--- src/rtl/cnn_conv_acc_sat_if.sv ---
// Handshake bundle between the conv1 multiplier, the accumulate/saturate stage
// and the next layer: a product stream in, one activation per window out.
interface cnn_conv_acc_sat_if #(
  parameter int PROD_WIDTH = 25,
  parameter int ACC_WIDTH  = 32,
  parameter int OUT_WIDTH  = 10
);
  logic                         prod_vld;
  logic                         prod_rdy;
  logic signed [PROD_WIDTH-1:0] prod_data;
  logic signed [ACC_WIDTH-1:0]  bias;
  logic                         out_vld;
  logic                         out_rdy;
  logic signed [OUT_WIDTH-1:0]  out_data;

  modport master (
    output prod_vld, prod_data, bias, out_rdy,
    input  prod_rdy, out_vld, out_data
  );

  modport slave (
    input  prod_vld, prod_data, bias, out_rdy,
    output prod_rdy, out_vld, out_data
  );
endinterface

--- src/rtl/cnn_conv_acc_sat.sv ---
// Accumulates KERNEL_LEN signed products plus bias, then rounds, shifts and
// saturates to one OUT_WIDTH activation. Define CNN_ACC_RELU_EN to fuse a ReLU.
module cnn_conv_acc_sat #(
  parameter int PROD_WIDTH = 25,
  parameter int ACC_WIDTH  = 32,
  parameter int KERNEL_LEN = 9,
  parameter int SHIFT      = 8,
  parameter int OUT_WIDTH  = 10
) (
  input  logic              ap_clk,
  input  logic              ap_rst,
  cnn_conv_acc_sat_if.slave bus,
  output logic              busy
);

  localparam int CNT_WIDTH = $clog2(KERNEL_LEN + 1);
  localparam int EXT_WIDTH = ACC_WIDTH + 1;
  localparam int MAX_INT   = 2 ** (OUT_WIDTH - 1) - 1;
  localparam int MIN_INT   = -(2 ** (OUT_WIDTH - 1));

  localparam logic signed [EXT_WIDTH-1:0] RND_ADD = EXT_WIDTH'(2 ** (SHIFT - 1));
  localparam logic signed [EXT_WIDTH-1:0] SAT_MAX = EXT_WIDTH'(MAX_INT);
  localparam logic signed [EXT_WIDTH-1:0] SAT_MIN = EXT_WIDTH'(MIN_INT);
  localparam logic signed [OUT_WIDTH-1:0] OUT_MAX = OUT_WIDTH'(MAX_INT);
  localparam logic signed [OUT_WIDTH-1:0] OUT_MIN = OUT_WIDTH'(MIN_INT);

  typedef enum logic [1:0] {IDLE, ACC, ROUND, OUT} state_t;

  state_t                       state;
  logic signed [ACC_WIDTH-1:0]  acc;
  logic signed [ACC_WIDTH-1:0]  prod_ext;
  logic signed [ACC_WIDTH-1:0]  bias_val;
  logic [CNT_WIDTH-1:0]         count;
  logic signed [EXT_WIDTH-1:0]  acc_ext;
  logic signed [EXT_WIDTH-1:0]  rounded;
  logic signed [OUT_WIDTH-1:0]  sat;
  logic signed [OUT_WIDTH-1:0]  result;
  logic                         hs;

  assign hs       = bus.prod_vld & bus.prod_rdy;
  assign prod_ext = {{(ACC_WIDTH - PROD_WIDTH){bus.prod_data[PROD_WIDTH-1]}}, bus.prod_data};
  assign bias_val = bus.bias;

  // One guard bit keeps the rounding add from wrapping at the top of the range.
  assign acc_ext = {acc[ACC_WIDTH-1], acc};
  assign rounded = (acc_ext + RND_ADD) >>> SHIFT;

  always_comb begin
    sat = rounded[OUT_WIDTH-1:0];
    if (rounded > SAT_MAX) begin
      sat = OUT_MAX;
    end else if (rounded < SAT_MIN) begin
      sat = OUT_MIN;
    end
  end

`ifdef CNN_ACC_RELU_EN
  assign result = sat[OUT_WIDTH-1] ? '0 : sat;
`else
  assign result = sat;
`endif

  // prod_rdy, busy and out_vld are registered alongside the state so no
  // handshake output has a combinational path from the inputs.
  always_ff @(posedge ap_clk or posedge ap_rst) begin
    if (ap_rst) begin
      state        <= IDLE;
      acc          <= '0;
      count        <= '0;
      bus.prod_rdy <= 1'b0;
      bus.out_vld  <= 1'b0;
      bus.out_data <= '0;
      busy         <= 1'b0;
    end else begin
      case (state)
        IDLE: begin
          bus.prod_rdy <= 1'b1;
          if (hs) begin
            acc   <= bias_val + prod_ext;
            count <= CNT_WIDTH'(1);
            busy  <= 1'b1;
            if (KERNEL_LEN == 1) begin
              state        <= ROUND;
              bus.prod_rdy <= 1'b0;
            end else begin
              state <= ACC;
            end
          end
        end
        ACC: begin
          if (hs) begin
            acc   <= acc + prod_ext;
            count <= count + CNT_WIDTH'(1);
            if (count == CNT_WIDTH'(KERNEL_LEN - 1)) begin
              state        <= ROUND;
              bus.prod_rdy <= 1'b0;
            end
          end
        end
        ROUND: begin
          bus.out_data <= result;
          bus.out_vld  <= 1'b1;
          state        <= OUT;
        end
        OUT: begin
          if (bus.out_rdy) begin
            bus.out_vld  <= 1'b0;
            bus.prod_rdy <= 1'b1;
            busy         <= 1'b0;
            count        <= '0;
            state        <= IDLE;
          end
        end
        default: begin
          state        <= IDLE;
          bus.prod_rdy <= 1'b0;
          bus.out_vld  <= 1'b0;
          busy         <= 1'b0;
        end
      endcase
    end
  end

endmodule

--- src/flat_wrapper.sv ---
// flat-port wrapper written by rule: the top's interface ports become plain ports
module cnn_conv_acc_sat_flat 
#(
  parameter int PROD_WIDTH = 25,
  parameter int ACC_WIDTH  = 32,
  parameter int KERNEL_LEN = 9,
  parameter int SHIFT      = 8,
  parameter int OUT_WIDTH  = 10
)
  (ap_clk, ap_rst, busy, bus_prod_vld, bus_prod_data, bus_bias, bus_out_rdy, bus_prod_rdy, bus_out_vld, bus_out_data);
  cnn_conv_acc_sat_if #(.PROD_WIDTH(PROD_WIDTH), .ACC_WIDTH(ACC_WIDTH), .OUT_WIDTH(OUT_WIDTH)) bus_i ();
  input  logic ap_clk;
  input  logic ap_rst;
  output logic busy;
  input wire logic [$bits(bus_i.prod_vld)-1:0] bus_prod_vld;
  input wire logic [$bits(bus_i.prod_data)-1:0] bus_prod_data;
  input wire logic [$bits(bus_i.bias)-1:0] bus_bias;
  input wire logic [$bits(bus_i.out_rdy)-1:0] bus_out_rdy;
  output wire logic [$bits(bus_i.prod_rdy)-1:0] bus_prod_rdy;
  output wire logic [$bits(bus_i.out_vld)-1:0] bus_out_vld;
  output wire logic [$bits(bus_i.out_data)-1:0] bus_out_data;
  assign bus_i.prod_vld = bus_prod_vld;
  assign bus_i.prod_data = bus_prod_data;
  assign bus_i.bias = bus_bias;
  assign bus_i.out_rdy = bus_out_rdy;
  assign bus_prod_rdy = bus_i.prod_rdy;
  assign bus_out_vld = bus_i.out_vld;
  assign bus_out_data = bus_i.out_data;
  cnn_conv_acc_sat #(.PROD_WIDTH(PROD_WIDTH), .ACC_WIDTH(ACC_WIDTH), .KERNEL_LEN(KERNEL_LEN), .SHIFT(SHIFT), .OUT_WIDTH(OUT_WIDTH)) u_core (.ap_clk(ap_clk), .ap_rst(ap_rst), .bus(bus_i), .busy(busy));
endmodule
--- config.mk ---
export PLATFORM = sky130hd
export DESIGN_NAME = cnn_conv_acc_sat_flat
export DESIGN_NICKNAME = d
export VERILOG_FILES = /design/src/rtl/cnn_conv_acc_sat_if.sv /design/src/rtl/cnn_conv_acc_sat.sv /design/src/flat_wrapper.sv
export SDC_FILE = /design/constraint.sdc
export NUM_CORES = 1
export LEC_CHECK = 0
export CORE_MARGIN = 2
export CORE_UTILIZATION = 55
export CTS_CLUSTER_SIZE = 24
export DETAILED_ROUTE_END_ITERATION = 12
export PLACE_DENSITY = 0.81
export SYNTH_ARGS = -nofsm -noshare
export SYNTH_HDL_FRONTEND = slang
export SYNTH_SLANG_ARGS = --single-unit
--- constraint.sdc ---
create_clock -name ap_clk -period 4.9 [get_ports ap_clk]
set_clock_uncertainty 0.2 [all_clocks]
set_input_delay 1.47 -clock ap_clk [delete_from_list [all_inputs] [get_ports ap_clk]]
set_output_delay 1.47 -clock ap_clk [all_outputs]
set_load 0.01 [all_outputs]
==> results.json <==
{
  "status": "finished, final reports clean",
  "antennaDiodeCount": 0,
  "nFillCells": 696,
  "min_period_ps": 4895,
  "via_per_inst": 6.052,
  "yosys.area_share.simple": 0.1775,
  "critPathRequiredTime_ps": 4910,
  "dieArea_um2": 9316,
  "finalSetupViolations": 0,
  "synthArstFlopShare": 1.000,
  "synth_top_family_by_area": "compound AO/OA/AOI/OAI gates",
  "routedWlPerCell_um": 16.13,
  "vdd.ir_drop.worst_uv": 289.3,
  "cts.sinks": 51,
  "drc": 0,
  "worstSetupPathType": "in -> reg",
  "synthCells": 552,
  "yosysSeqAreaShare": 0.2711,
  "ys_ff_latch": 51,
  "ant_nets": 0,
  "start_util": 0.5702,
  "drt-initial-drc-count": 246,
  "ys_warn_count": 0,
  "post_cts_buffers": 0,
  "worst_setup_path_start_kind": "primary input",
  "grt_pass1_wl_mm": 19.18,
  "cts_resized": 0,
  "fin_util": 0.6856,
  "ys.flop_type": "dfrtp_1",
  "powerDensity_nw_per_um2": 588.8,
  "leakage_nw": 2.445,
  "htree_levels": 2,
  "core_area_um2": 8258,
  "drt_wl_total_mm": 11.71,
  "fmax_ghz": 0.2043,
  "dp.cells": 718,
  "ioPinCount": 74,
  "synth-compound-area-share": 0.2362,
  "root_buffer": "clkbuf_8",
  "num_vias": 4394,
  "nNetsFinal": 721,
  "tns_ps": 0,
  "synth-xor-area-share": 0.07999,
  "final-max-slew-violation-count": 0,
  "relSlewSlack": 0.5329,
  "gp_congestion": 0.9577,
  "drive_above_1_share": 0.1176,
  "syn2layout_area_growth_pct": 20.25,
  "rows": 33,
  "worst_pin_slew_ps": 699.7,
  "hold_path.class": "reg -> reg",
  "hold_ws_ps": 295.8,
  "rsz0062_at_grt": "false",
  "die_y_um": 96.52,
  "grt_max_degree": 65,
  "numCtsBuffers": 5,
  "dp_hpwl_mm": 8.928,
  "clockBufferDepth": 2,
  "final_cells": 726,
  "synthAdderAreaFrac": 0.1079,
  "first_pass_iters": 4,
  "hold_violations": 0,
  "cts-hold-fix-buffers": 0,
  "synth-edff-count": 0,
  "io_buffers": 73,
  "antenna_found_initial": 0,
  "synth.distinct_cells": 65,
  "clk_latency_ps": 310,
  "cts_tree": "yes",
  "muxShareOfSynthArea": 0.09248,
  "period_share": 0.9990,
  "syn_avg_cell_area_um2": 8.529,
  "chipWidth_um": 96.52,
  "syn_nets": 653,
  "grt_pass1_vias": 4111,
  "clkSlewWorstSetupHoldPaths_ps": 110,
  "synthesis.area_um2": 4708,
  "grt_use_total": 0.2618,
  "maxCapViolCount": 0,
  "crit_path_end_kind": "register",
  "cp_data_arrival_time_ps": 4900,
  "cp_max_fo": 2,
  "grt.overflow.total": 0
}
sequential cells by signal (all words and copies together) (netlist names):
register / count
u_core.acc: 32
u_core.count: 4
u_core.bus.out_vld: 1
u_core.busy: 1
u_core.bus.prod_rdy: 1
u_core.state: 2
u_core.bus.out_data: 10
where the power goes:
part	switching, W	leakage (nW)	internal, W	total (W)
sequential	0.000274	0.606	0.000617	0.000891
clock	0.000162	0.0491	0.000106	0.000268
combinational	0.00113	1.79	0.00104	0.00218
layout make-up:
class	instances	area [um^2]	share of cell area
repair buffers	87	835.8	0.1476
clock inverters	3	26.28	0.004641
well taps	105	131.4	0.02320
multi-input cells	461	3271	0.5777
flip-flops and latches	51	1276	0.2254
inverters	14	52.55	0.009282
clock buffers	5	68.82	0.01215
cells in the final DEF (no fill, tap or decap), types with 3 or more instances in the layout:
cell,Yosys,layout
nand2b_1,8,8
o21bai_1,3,3
nor2_1,30,30
a21o_1,23,23
a31oi_1,13,13
dfrtp_1,51,51
xnor2_1,26,26
mux2_2,36,36
xor2_1,17,17
a2111oi_0,3,3
nand2_1,65,65
a21oi_1,42,42
o21ai_0,42,42
a211oi_1,5,5
nand4_1,7,7
nand3_1,13,13
and3_1,7,7
and4_1,3,3
nor2b_1,3,3
ha_1,39,38
o21ai_1,8,8
o21a_1,4,4
o41ai_1,3,3
buf_4,2,14
o211ai_1,4,4
clkbuf_8,0,5
nor3_1,11,11
clkdlybuf4s50_1,0,73
mux2i_1,3,3
o31ai_1,3,3
inv_1,14,13
metal layers:
layer	wire (um)	vias to the layer above	GRT usage	share of wire
met3	450	16	0.03181	0.038
met4	136	0	0.05047	0.012
met1	5358	2090	0.3455	0.46
met2	5761	125	0.4635	0.49
li1	-	2163	-	-
met5	0	-	0	0
path summary, 6_finish.rpt:
kind | endpoint | startpoint | cells after the start | slack [ps]
max in group asynchronous | u_core.acc[24]$_DFFE_PP0P_ | ap_rst | 3 | 2340
hold / removal | u_core.acc[5]$_DFFE_PP0P_ | u_core.acc[5]$_DFFE_PP0P_ | 2 | 300
setup / recovery | u_core.acc[18]$_DFFE_PP0P_ | bus_bias[0] | 13 | 5
setup reg to reg | u_core.acc[18]$_DFFE_PP0P_ | u_core.state[1]$_DFFE_PP0P_ | 14 | 500
hold reg to reg | u_core.acc[5]$_DFFE_PP0P_ | u_core.acc[5]$_DFFE_PP0P_ | 2 | 300
min in group asynchronous | u_core.bus.out_data[7]$_DFFE_PP0P_ | ap_rst | 2 | 1380
stage by stage:
step | cell area (um^2) | total power [W] | setup WS (ps)
6_report | 5662 | 0.003334 | 4.889
5_1_grt | 5662 | 0.003626 | 32.46
4_1_cts | 5662 | 0.003320 | 73.22
3_5_place_dp | 5567 | 0.003036 | -234.0
3_3_place_gp | 5567 | 0.002958 | -120.5
2_1_floorplan | 4708 | 0.002457 | 354.5
worst max-delay path, stage by stage:
cell             delay [ps]
clkdlybuf4s50_1         400
mux2_2                  260
ha_1                    210
fa_1                    410
a21o_1                  190
a21o_1                  200
a31oi_1                 230
o31ai_2                 100
a31o_2                  270
a2111oi_0               540
o41ai_1                 170
xor2_1                  160
mux2_2                  270
cells by family (layout without fill, tap and decap cells):
| kind of cell | count (synthesis) | in the layout |
|---|---|---|
| simple gates | 167 | 167 |
| xor+xnor | 43 | 43 |
| compound gates | 172 | 172 |
| buf+inv | 40 | 109 |
| mux | 39 | 39 |
| flops | 51 | 51 |
| fa+ha+maj | 40 | 40 |
cells in the mapped netlist, types with 3 or more instances:
cell type	number	share of area
nand2_1	65	0.052
dfrtp_1	51	0.27
a21oi_1	42	0.045
o21ai_0	42	0.045
ha_1	39	0.10
mux2_2	36	0.086
nor2_1	30	0.024
xnor2_1	26	0.048
a21o_1	23	0.037
clkbuf_1	19	0.015
xor2_1	17	0.032
inv_1	14	0.011
a31oi_1	13	0.017
nand3_1	13	0.014
nor3_1	11	0.012
nand2b_1	8	0.011
o21ai_1	8	0.0085
and3_1	7	0.0093
nand4_1	7	0.0093
a211oi_1	5	0.0080
buf_2	5	0.0053
o211ai_1	4	0.0064
o21a_1	4	0.0064
a2111oi_0	3	0.0056
and4_1	3	0.0056
mux2i_1	3	0.0064
nor2b_1	3	0.0040
o21bai_1	3	0.0048
o31ai_1	3	0.0048
o41ai_1	3	0.0056
(Power assumes the default switching activity.)
